**src/rtl/lc3_kbd_port_if.sv**
```systemverilog
// LC-3 memory bus bundle seen by the keyboard port: address/strobe/write-data in, read-data/hit out.
// Latency: none; pure signal grouping.
// Backpressure: none; the bus completes every access in a single cycle.
interface lc3_kbd_port_if;
  logic [15:0] mem_addr;
  logic        mem_en;
  logic        mem_we;
  logic [15:0] mem_wdata;
  logic [15:0] mem_rdata;
  logic        mem_hit;

  // CPU side drives the access, device answers with data and decode hit
  modport master (
    output mem_addr, mem_en, mem_we, mem_wdata,
    input  mem_rdata, mem_hit
  );

  modport slave (
    input  mem_addr, mem_en, mem_we, mem_wdata,
    output mem_rdata, mem_hit
  );
endinterface

```
**src/rtl/lc3_kbd_port.sv**
```systemverilog
// LC-3 KBSR/KBDR input device: debounced push-button captures the switch bank as a character.
// Latency: press visible DEBOUNCE_CYCLES+2 edges after btn rises; read data combinational; irq +1 edge.
// Backpressure: none on the bus; a press arriving while a character is pending is dropped and flags overrun.
module lc3_kbd_port #(
  parameter int          DEBOUNCE_CYCLES = 4,
  parameter logic [15:0] KBSR_ADDR       = 16'hFE00,
  parameter logic [15:0] KBDR_ADDR       = 16'hFE02
) (
  input  logic        clk_0,
  input  logic        rst,
  input  logic        btn,
  input  logic [7:0]  sw,
  lc3_kbd_port_if.slave bus,
  output logic        irq
);

  localparam logic [7:0] CNT_MAX = 8'(DEBOUNCE_CYCLES - 1);

  logic       btn_m, btn_s;
  logic [7:0] sw_m, sw_s;
  logic       stable;
  logic [7:0] cnt;
  logic [7:0] kbdr;
  logic       ready, ie, ovr;

  logic hit_kbsr, hit_kbdr;
  logic rd_kbsr, rd_kbdr, wr_kbsr;
  logic press, accept, overrun;
  logic unused_wdata;

  // Bus decode; hit is independent of the strobe so the core's decoder can steer early
  assign hit_kbsr     = (bus.mem_addr == KBSR_ADDR);
  assign hit_kbdr     = (bus.mem_addr == KBDR_ADDR);
  assign bus.mem_hit  = hit_kbsr | hit_kbdr;
  assign rd_kbsr      = bus.mem_en & ~bus.mem_we & hit_kbsr;
  assign rd_kbdr      = bus.mem_en & ~bus.mem_we & hit_kbdr;
  assign wr_kbsr      = bus.mem_en &  bus.mem_we & hit_kbsr;
  assign unused_wdata = ^{bus.mem_wdata[15], bus.mem_wdata[13:0]};

  // A press is the edge on which the accepted level flips 0->1
  assign press = (btn_s != stable) && (cnt == CNT_MAX) && btn_s;
  // A KBDR read on the press edge frees the slot, so the new character is taken, not dropped
  assign accept  = press & (~ready | rd_kbdr);
  assign overrun = press & ready & ~rd_kbdr;

  // Two-flop synchronizers for the raw button and switch bank
  always_ff @(posedge clk_0 or negedge rst) begin
    if (!rst) begin
      btn_m <= 1'b0;
      btn_s <= 1'b0;
      sw_m  <= '0;
      sw_s  <= '0;
    end else begin
      btn_m <= btn;
      btn_s <= btn_m;
      sw_m  <= sw;
      sw_s  <= sw_m;
    end
  end

  // Debounce: any return to the accepted level restarts the count
  always_ff @(posedge clk_0 or negedge rst) begin
    if (!rst) begin
      stable <= 1'b0;
      cnt    <= '0;
    end else if (btn_s == stable) begin
      cnt <= '0;
    end else if (cnt == CNT_MAX) begin
      stable <= btn_s;
      cnt    <= '0;
    end else begin
      cnt <= cnt + 8'd1;
    end
  end

  // Character capture and ready flag; press wins over a same-edge KBDR read
  always_ff @(posedge clk_0 or negedge rst) begin
    if (!rst) begin
      kbdr  <= '0;
      ready <= 1'b0;
    end else if (accept) begin
      kbdr  <= sw_s;
      ready <= 1'b1;
    end else if (rd_kbdr) begin
      ready <= 1'b0;
    end
  end

  // Overrun flag: set wins over the clear-on-KBSR-read
  always_ff @(posedge clk_0 or negedge rst) begin
    if (!rst) begin
      ovr <= 1'b0;
    end else if (overrun) begin
      ovr <= 1'b1;
    end else if (rd_kbsr) begin
      ovr <= 1'b0;
    end
  end

  // Interrupt enable is the only writable KBSR bit
  always_ff @(posedge clk_0 or negedge rst) begin
    if (!rst) begin
      ie <= 1'b0;
    end else if (wr_kbsr) begin
      ie <= bus.mem_wdata[14];
    end
  end

  // Registered interrupt request; a same-edge ie write lands one edge later
  always_ff @(posedge clk_0 or negedge rst) begin
    if (!rst) begin
      irq <= 1'b0;
    end else begin
      irq <= ready & ie;
    end
  end

  // Combinational read mux; unmapped or idle cycles read as zero
  always_comb begin
    bus.mem_rdata = 16'h0000;
    if (bus.mem_en && !bus.mem_we) begin
      if (hit_kbsr) begin
        bus.mem_rdata = {ready, ie, ovr, 13'b0};
      end else if (hit_kbdr) begin
        bus.mem_rdata = {8'h00, kbdr};
      end
    end
  end

endmodule

```
**src/flat_wrapper.sv**
```systemverilog
// flat-port wrapper written by rule: the top's interface ports become plain ports
module lc3_kbd_port_flat 
#(
  parameter int          DEBOUNCE_CYCLES = 4,
  parameter logic [15:0] KBSR_ADDR       = 16'hFE00,
  parameter logic [15:0] KBDR_ADDR       = 16'hFE02
)
  (clk_0, rst, btn, sw, irq, bus_mem_addr, bus_mem_en, bus_mem_we, bus_mem_wdata, bus_mem_rdata, bus_mem_hit);
  lc3_kbd_port_if bus_i ();
  input  logic clk_0;
  input  logic rst;
  input  logic btn;
  input  logic [7:0] sw;
  output logic irq;
  input wire logic [$bits(bus_i.mem_addr)-1:0] bus_mem_addr;
  input wire logic [$bits(bus_i.mem_en)-1:0] bus_mem_en;
  input wire logic [$bits(bus_i.mem_we)-1:0] bus_mem_we;
  input wire logic [$bits(bus_i.mem_wdata)-1:0] bus_mem_wdata;
  output wire logic [$bits(bus_i.mem_rdata)-1:0] bus_mem_rdata;
  output wire logic [$bits(bus_i.mem_hit)-1:0] bus_mem_hit;
  assign bus_i.mem_addr = bus_mem_addr;
  assign bus_i.mem_en = bus_mem_en;
  assign bus_i.mem_we = bus_mem_we;
  assign bus_i.mem_wdata = bus_mem_wdata;
  assign bus_mem_rdata = bus_i.mem_rdata;
  assign bus_mem_hit = bus_i.mem_hit;
  lc3_kbd_port #(.DEBOUNCE_CYCLES(DEBOUNCE_CYCLES), .KBSR_ADDR(KBSR_ADDR), .KBDR_ADDR(KBDR_ADDR)) u_core (.clk_0(clk_0), .rst(rst), .btn(btn), .sw(sw), .bus(bus_i), .irq(irq));
endmodule
```
**config.mk**
```make
export PLATFORM = sky130hd
export DESIGN_NAME = lc3_kbd_port_flat
export DESIGN_NICKNAME = d
export VERILOG_FILES = /design/src/rtl/lc3_kbd_port_if.sv /design/src/rtl/lc3_kbd_port.sv /design/src/flat_wrapper.sv
export SDC_FILE = /design/constraint.sdc
export NUM_CORES = 1
export LEC_CHECK = 0
export CAP_MARGIN = 10
export CORE_UTILIZATION = 40
export CTS_CLUSTER_DIAMETER = 50
export CTS_CLUSTER_SIZE = 16
export DETAILED_ROUTE_END_ITERATION = 6
export GPL_ROUTABILITY_DRIVEN = 1
export PLACE_DENSITY = 0.75
export SYNTH_ARGS = -nofsm -noshare
export SYNTH_HDL_FRONTEND = slang
export SYNTH_SLANG_ARGS = --single-unit
```
**constraint.sdc**
```tcl
create_clock -name clk_0 -period 7.4 [get_ports clk_0]
set_clock_uncertainty 0.2 [all_clocks]
set_input_delay 2.22 -clock clk_0 [delete_from_list [all_inputs] [get_ports clk_0]]
set_output_delay 2.22 -clock clk_0 [all_outputs]
set_load 0.005 [all_outputs]
```
After elaboration in Yosys (flattened, before gate mapping) --
Index checks and enable logic that the tools add are counted.
Operators by class: $add $sub $neg 1, reduce and logical (&&, ||, !) cells 7, eq/ne operators 5, multiplexer cells 9, bitwise gates (word level) 15
Operators with widths (count):
- 16-bit equality test, second input constant | 2
- 16-bit two-way mux | 2
- 8-bit two-way mux | 3
- 1-bit bitwise AND | 9
- 8-bit by 1-bit adder with 8-bit output, second input constant | 1
- 8-bit by 2-bit equality test with 1-bit output, second input constant | 1
- 1-bit two-way mux | 4
- 1-bit inverter | 4
- 2-bit nonzero test | 2
- 1-bit logical AND | 3
- 1-bit bitwise OR | 2
- 2-bit AND reduction | 1
- 1-bit equality test | 1
- 1-bit zero test | 1
- 1-bit inequality test | 1
Storage, ports and cells: output and inout port bits 18, flip-flop bits (word level) 39

Longest topological paths before layout --
Gate-level depths: netlist of run 1.
word-level depth 6, gate-level depth with buffers 4

Worst setup path before layout of run 1 --
No wires, ideal clock.
path kind input to output, start point in bus_mem_addr[4], end point out bus_mem_rdata[0], path buffers 0, path slack 1.602 ns, arrival 3.378 ns, stages on the path 4, required time 4.980 ns, cells stage by stage nor4b_4 -> nand4_2 -> nor3b_1 -> and2_1
On the way: cells in the longest elaborated chain, start to end 4, elaborated cells on any way between the ends 5, those cells by class 2 x eq/ne; 3 x mux
RTL lines:
- from (decl) | line flat_wrapper.sv:15 | input wire logic [$bits(bus_i.mem_addr)-1:0] bus_mem_addr;
- 16-bit equality test | line lc3_kbd_port.sv:33 | assign hit_kbdr = (bus.mem_addr == KBDR_ADDR);
- 8-bit two-way mux | line lc3_kbd_port.sv:124 | end else if (hit_kbdr) begin
- 16-bit two-way mux * | line lc3_kbd_port.sv:122 | if (hit_kbsr) begin
- 16-bit two-way mux * | line lc3_kbd_port.sv:121 | if (bus.mem_en && !bus.mem_we) begin
- to (decl) | line flat_wrapper.sv:19 | output wire logic [$bits(bus_i.mem_rdata)-1:0] bus_mem_rdata;
Every way passes the cells marked *; elsewhere a longest branch is shown, timed or not.

Worst setup path in the final report of run 1 --
start point in bus_mem_addr[4], end point out bus_mem_rdata[3]
The elaborated chain is that of the path after synthesis.

==> impl_metrics.yaml, run 1 <==
setup_path:
  worstSetupPathType: "input port to output pin"
  critPathLaunch: "bus_mem_addr[4]"
  r2r-start: "u_core.cnt[2]"
  critPathArrivalTime_ns: 4.30
  reg2reg_depth: 4
  crit_buf_inv: 3
  reg2reg_slack_ns: 5.15
  crit_slowest_cell: "clkdlybuf4s50_1"
  crit_required_ns: 4.98
  end_kind: "output pin"
  worst-path-stages: 7
  crit_path_end: "bus_mem_rdata[3]"
  r2r_end: "u_core.kbdr[6]"
  slowest_delay_ns: 0.50
  critPathTopFamily: "buffers and inverters"
  crit_path_frequent_cell: "clkdlybuf4s50_1"
  path_cells: "clkdlybuf4s50_1 > nor4b_4 > nand4_2 > nor3b_1 > buf_4 > and2_1 > clkdlybuf4s50_1"
  critPathLaunchType: "input port"
  critPathMaxFanout: 9
floorplan:
  io_pins: 63
  start_util: 0.4287
  dieArea_um2: 4299
  rows: 22
  coreArea_um2: 3771
  fp.dieH_um: 65.57
  dieWidth_um: 65.57
final_layout:
  area_growth_pct: 34.60
  fin_nets: 212
  design_area_um2: 2176
  drive_above_1_share: 0.1557
  antenna_cells: 0
  final_core_util: 0.5770
yosys:
  synth_cells: 117
  ys_ff_latch: 39
  synth_cell_types: 30
  ys_seq_area_frac: 0.6037
  yosys_warnings: 0
  syn_avg_cell_area_um2: 13.82
  synth_area_um2: 1617
sta:
  fin_ws_ns: 0.6774
  final.period_utilization: 0.9085
  max_freq_mhz: 148.8
  grt_setup_unrepaired: "no"
  hold_viol: 0
  slew_headroom: 0.4397
  slew_viol_final: 0
  worstMarginPinSlew_ns: 0.8405
  post-route-min-period_ns: 6.723
  fin_setup_tns_ns: 0
  finalSetupViolCount: 0
power:
  vdd_ir_drop_max_mv: 0.1440
  leakage_uw: 0.0009472
  powerDensity_nw_per_um2: 204.3
  total_power_uw: 444.5
outcome:
  status: "complete, no violations"
clock_tree:
  cts_buffer_depth: 2
  htree_levels: 2
  cts_hold_buf: 0
  path_clk_slew_ns: 0.07
  cts_sinks: 39
  cts_root_buf: "clkbuf_8"
  cts_buffers: 5
  clk_latency_ns: 0.28
  cts_setup_buffers: 0
  cts-resized-gates: 0
  cts_tree: "yes"
placed_design:
  hpwl_mm: 2.079
  post-place-ws_ns: 0.6611
  port-buffer-count: 42
  placed_area_um2: 2077
  place_congestion: 0.7168
grt:
  grt_pass1_vias: 1075
  grt-ovfl-total: 0
  grt_max_degree: 40
  grtUsageTotal: 0.1505
  grt_pass1_wl_mm: 4.726
  antenna_found_initial: 0
routing:
  wl_per_cell_um: 13.11
  dr_total_vias: 1041
  wl_mm: 2.819
  drt_iter0_markers: 48
  antenna_left: 0
  first_pass_iters: 4
  via_per_inst: 4.842
  drc: 0
worst_hold_path:
  hold_class: "flip-flop to flip-flop"
run:
  cap_violations: 0
-- how the worst min path moves through the flow --
stage                   startpoint             end  slack (ns)  cells after the start
finish              u_core.sw_m[7]  u_core.sw_s[7]        0.15                      0
detailed placement  u_core.sw_m[4]  u_core.sw_s[4]        0.13                      0
CTS                 u_core.sw_m[4]  u_core.sw_s[4]        0.15                      0
global placement    u_core.sw_m[6]  u_core.sw_s[6]        0.13                      0
global route        u_core.sw_m[0]  u_core.sw_s[0]        0.16                      0
floorplan             u_core.btn_m    u_core.btn_s        0.13                      0
-- synthesized netlist by cell type --
library cell | instances | share of area
a31oi_1 | 2 | 0.0077
and2_1 | 12 | 0.046
and3_1 | 3 | 0.012
and4_1 | 1 | 0.0054
and4b_1 | 1 | 0.0062
buf_4 | 5 | 0.023
conb_1 | 1 | 0.0023
dfrtp_1 | 39 | 0.60
ha_1 | 1 | 0.0077
inv_1 | 1 | 0.0023
mux2_2 | 2 | 0.014
mux2_4 | 8 | 0.074
nand2_1 | 3 | 0.0070
nand3_1 | 5 | 0.015
nand3_2 | 1 | 0.0062
nand3b_1 | 1 | 0.0046
nand4_1 | 2 | 0.0077
nand4_2 | 1 | 0.0077
nor2_1 | 10 | 0.023
nor2b_1 | 1 | 0.0039
nor3_1 | 1 | 0.0031
nor3b_1 | 2 | 0.0093
nor4_1 | 1 | 0.0039
nor4_4 | 2 | 0.026
nor4b_4 | 1 | 0.015
o21ai_0 | 1 | 0.0031
o32ai_4 | 1 | 0.017
or3_1 | 1 | 0.0039
xnor2_1 | 1 | 0.0054
xor2_1 | 6 | 0.033
-- per-layer routing --
layer  vias up  wire, um  GRT usage
li1        492         -          -
met1       502      1220     0.1817
met2        39      1404     0.2384
met3         8       145    0.06076
met4         0        47    0.05978
met5         -         0          0
-- logic make-up after synthesis --
kind of cell	share of synthesized area
buffers and inverters	0.02554
and+or+nand+nor	0.2067
DFF	0.6037
AOI/OAI and AO/OA	0.02786
other	0.002320
xor gates and xnor gates	0.03793
muxes	0.08824
adders and majority gates	0.007739
-- cells in the final DEF, fill, tap and decap left out, drive strengths merged, types with 2 or more instances in the layout --
master and instances:
nand4 3, nand2 3, nor3b 2, clkbuf 6
and2 12, conb 5, nor2 10, dfrtp 39
xor2 6, mux2 10, nor4 3, and3 3
a31oi 2, buf 2, clkdlybuf4s50 41, nand3 6
-- where the power goes --
group	switching, uW	internal [uW]	total, uW
clock network	70.5	75.9	146
logic	29.0	29.8	58.9
registers	12.2	227	239
total	112	333	444
-- metrics by stage --
step,hold WS (ns),cells
5_1_grt,0.1605,215
4_1_cts,0.1514,215
6_report,0.1495,215
2_1_floorplan,0.1312,121
3_3_place_gp,0.1328,207
3_5_place_dp,0.1347,207
-- registers in the layout, summed over array words and instances, names as in the netlist --
signal,cells
u_core.btn_m,1
u_core.btn_s,1
u_core.cnt,8
u_core.ie,1
u_core.irq,1
u_core.kbdr,8
u_core.ovr,1
u_core.ready,1
u_core.stable,1
u_core.sw_m,8
u_core.sw_s,8
-- final cells by class --
class,count,area [um^2]
Clock buffer,6,82.58
Fill cell,301,1595
Timing Repair Buffer,43,422.9
Inverter,1,3.754
Multi-Input combinational cell,76,614.3
Tap cell,48,60.06
Sequential cell,39,975.9
Clock inverter,2,16.27
No activity file was read; power rests on OpenSTA's default activity.
==> inputs of run 2 (changes only) <==
Settings changed: DONT_BUFFER_PORTS set to 1, PLACE_DENSITY 0.75 to 0.55, SETUP_SLACK_MARGIN set to 0.05.
==> run 2 against run 1 <==
  * Die area stayed put
  * Design area is 20% lower
  * Combinational power is 37% lower
  * Sequential power hardly changed
  * Critical path depth is 2 lower
  * Power is 6.6% lower
  * Hold slack hardly changed
  * Setup slack better by 0.94 ns
  * Final cell count is 20% lower
  * Count of clock-buffer cells in the layout is 1 lower
==> impl_metrics.yaml, run 2 (synthesis results as in run 1) <==
floorplan:
  start_util: 0.4287
  dieArea_um2: 4299
  coreArea_um2: 3771
  io_pins: 63
  fp.dieH_um: 65.57
  dieWidth_um: 65.57
  rows: 22
placed_design:
  port-buffer-count: 0
  hpwl_mm: 1.697
  place_congestion: 0.7174
sta:
  max_freq_mhz: 172.9
  slew_headroom: 0.5885
  hold_viol: 0
  finalSetupViolCount: 0
  final.period_utilization: 0.7816
  slew_viol_final: 0
  post-route-min-period_ns: 5.784
  fin_setup_tns_ns: 0
  worstMarginPinSlew_ns: 0.6173
  grt_setup_unrepaired: "no"
run:
  cap_violations: 0
outcome:
  status: "complete, no violations"
routing:
  drt_iter0_markers: 38
  via_per_inst: 5.046
  wl_mm: 2.438
  dr_total_vias: 873
  antenna_left: 0
  first_pass_iters: 4
  drc: 0
  wl_per_cell_um: 14.09
clock_tree:
  path_clk_slew_ns: 0.07
  cts_tree: "yes"
  cts_sinks: 39
  cts_hold_buf: 0
  htree_levels: 2
  cts-resized-gates: 0
  cts_buffer_depth: 2
  cts_setup_buffers: 0
  cts_buffers: 5
  clk_latency_ns: 0.29
  cts_root_buf: "clkbuf_8"
worst_hold_path:
  hold_class: "flip-flop to flip-flop"
setup_path:
  crit_required_ns: 4.98
  critPathMaxFanout: 9
  worstSetupPathType: "input port to output pin"
  critPathArrivalTime_ns: 3.36
  end_kind: "output pin"
  critPathLaunchType: "input port"
grt:
  grt_max_degree: 40
  grtUsageTotal: 0.1349
  grt_pass1_wl_mm: 4.243
  grt_pass1_vias: 919
  grt-ovfl-total: 0
  antenna_found_initial: 0
power:
  total_power_uw: 415.1
  vdd_ir_drop_max_mv: 0.1243
  leakage_uw: 0.0007824
  powerDensity_nw_per_um2: 237.2
final_layout:
  n_fill_cell: 342
  drive_above_1_share: 0.2000
  layout_common_cells: "39 x dfrtp_1, 12 x and2_1, 10 x nor2_1"
  antenna_cells: 0
  area_growth_pct: 8.282
  fin_nets: 170
  final_common_cell: "dfrtp_1"
-- run 2: cell count changes in the layout (fill, tap and decap cells not counted), sizes merged --
cell and delta:
clkdlybuf4s50 -41, buf -1, clkbuf -1, clkinvlp +1
-- run 2: power by group --
group	switching, uW	internal, uW	leakage, uW
combinational	20.2	16.9	0.000254
clock	73.9	65.5	0.0000402
sequential	11.7	227	0.000488
total	106	309	0.000782
-- run 2: area by class of cell --
type	count	area (um^2)	share of cell area
flip-flops and latches	39	975.9	0.5575
multi-input cells	76	614.3	0.3510
clock buffers	5	68.82	0.03931
well taps	48	60.06	0.03431
clock inverters	3	20.02	0.01144
repair buffers	1	7.507	0.004289
inverters	1	3.754	0.002144
-- run 2: metrics by stage --
step           cell area, um^2  std cells  worst slack, ns  hold WS, ns    util
6_report                  1750        173            1.616       0.1499  0.4642
5_1_grt                   1750        173            1.492       0.1562  0.4642
4_1_cts                   1750        173            1.597       0.1523  0.4642
3_5_place_dp              1662        165            1.609       0.1347  0.4406
3_3_place_gp              1662        165            1.607       0.1337  0.4406
2_1_floorplan             1632        121            1.602       0.1312       -
-- run 2: worst paths after layout --
kind / slack [ns] / cells past startpoint / from / endpoint
hold reg to reg: 0.15 / 0 / u_core.sw_m[1] / u_core.sw_s[1]
setup / recovery: 1.62 / 5 / bus_mem_addr[0] / bus_mem_rdata[2]
setup reg to reg: 5.12 / 4 / u_core.cnt[2] / u_core.kbdr[1]
max in group asynchronous: 5.48 / 0 / rst / u_core.ready
hold / removal: 0.15 / 0 / u_core.sw_m[1] / u_core.sw_s[1]
min in group asynchronous: 1.42 / 0 / rst / u_core.sw_m[3]
-- run 2: layer usage --
metal	wire length, um	track usage
met1	1017	0.1618
met2	1245	0.2165
met3	136	0.03993
met4	40	0.07337
met5	0	0
-- run 2: worst max-delay path, stage by stage --
cell and delay (ns):
nor4_4 0.29, nand4_2 0.25, nor3b_1 0.25, buf_4 0.19, and2_1 0.17
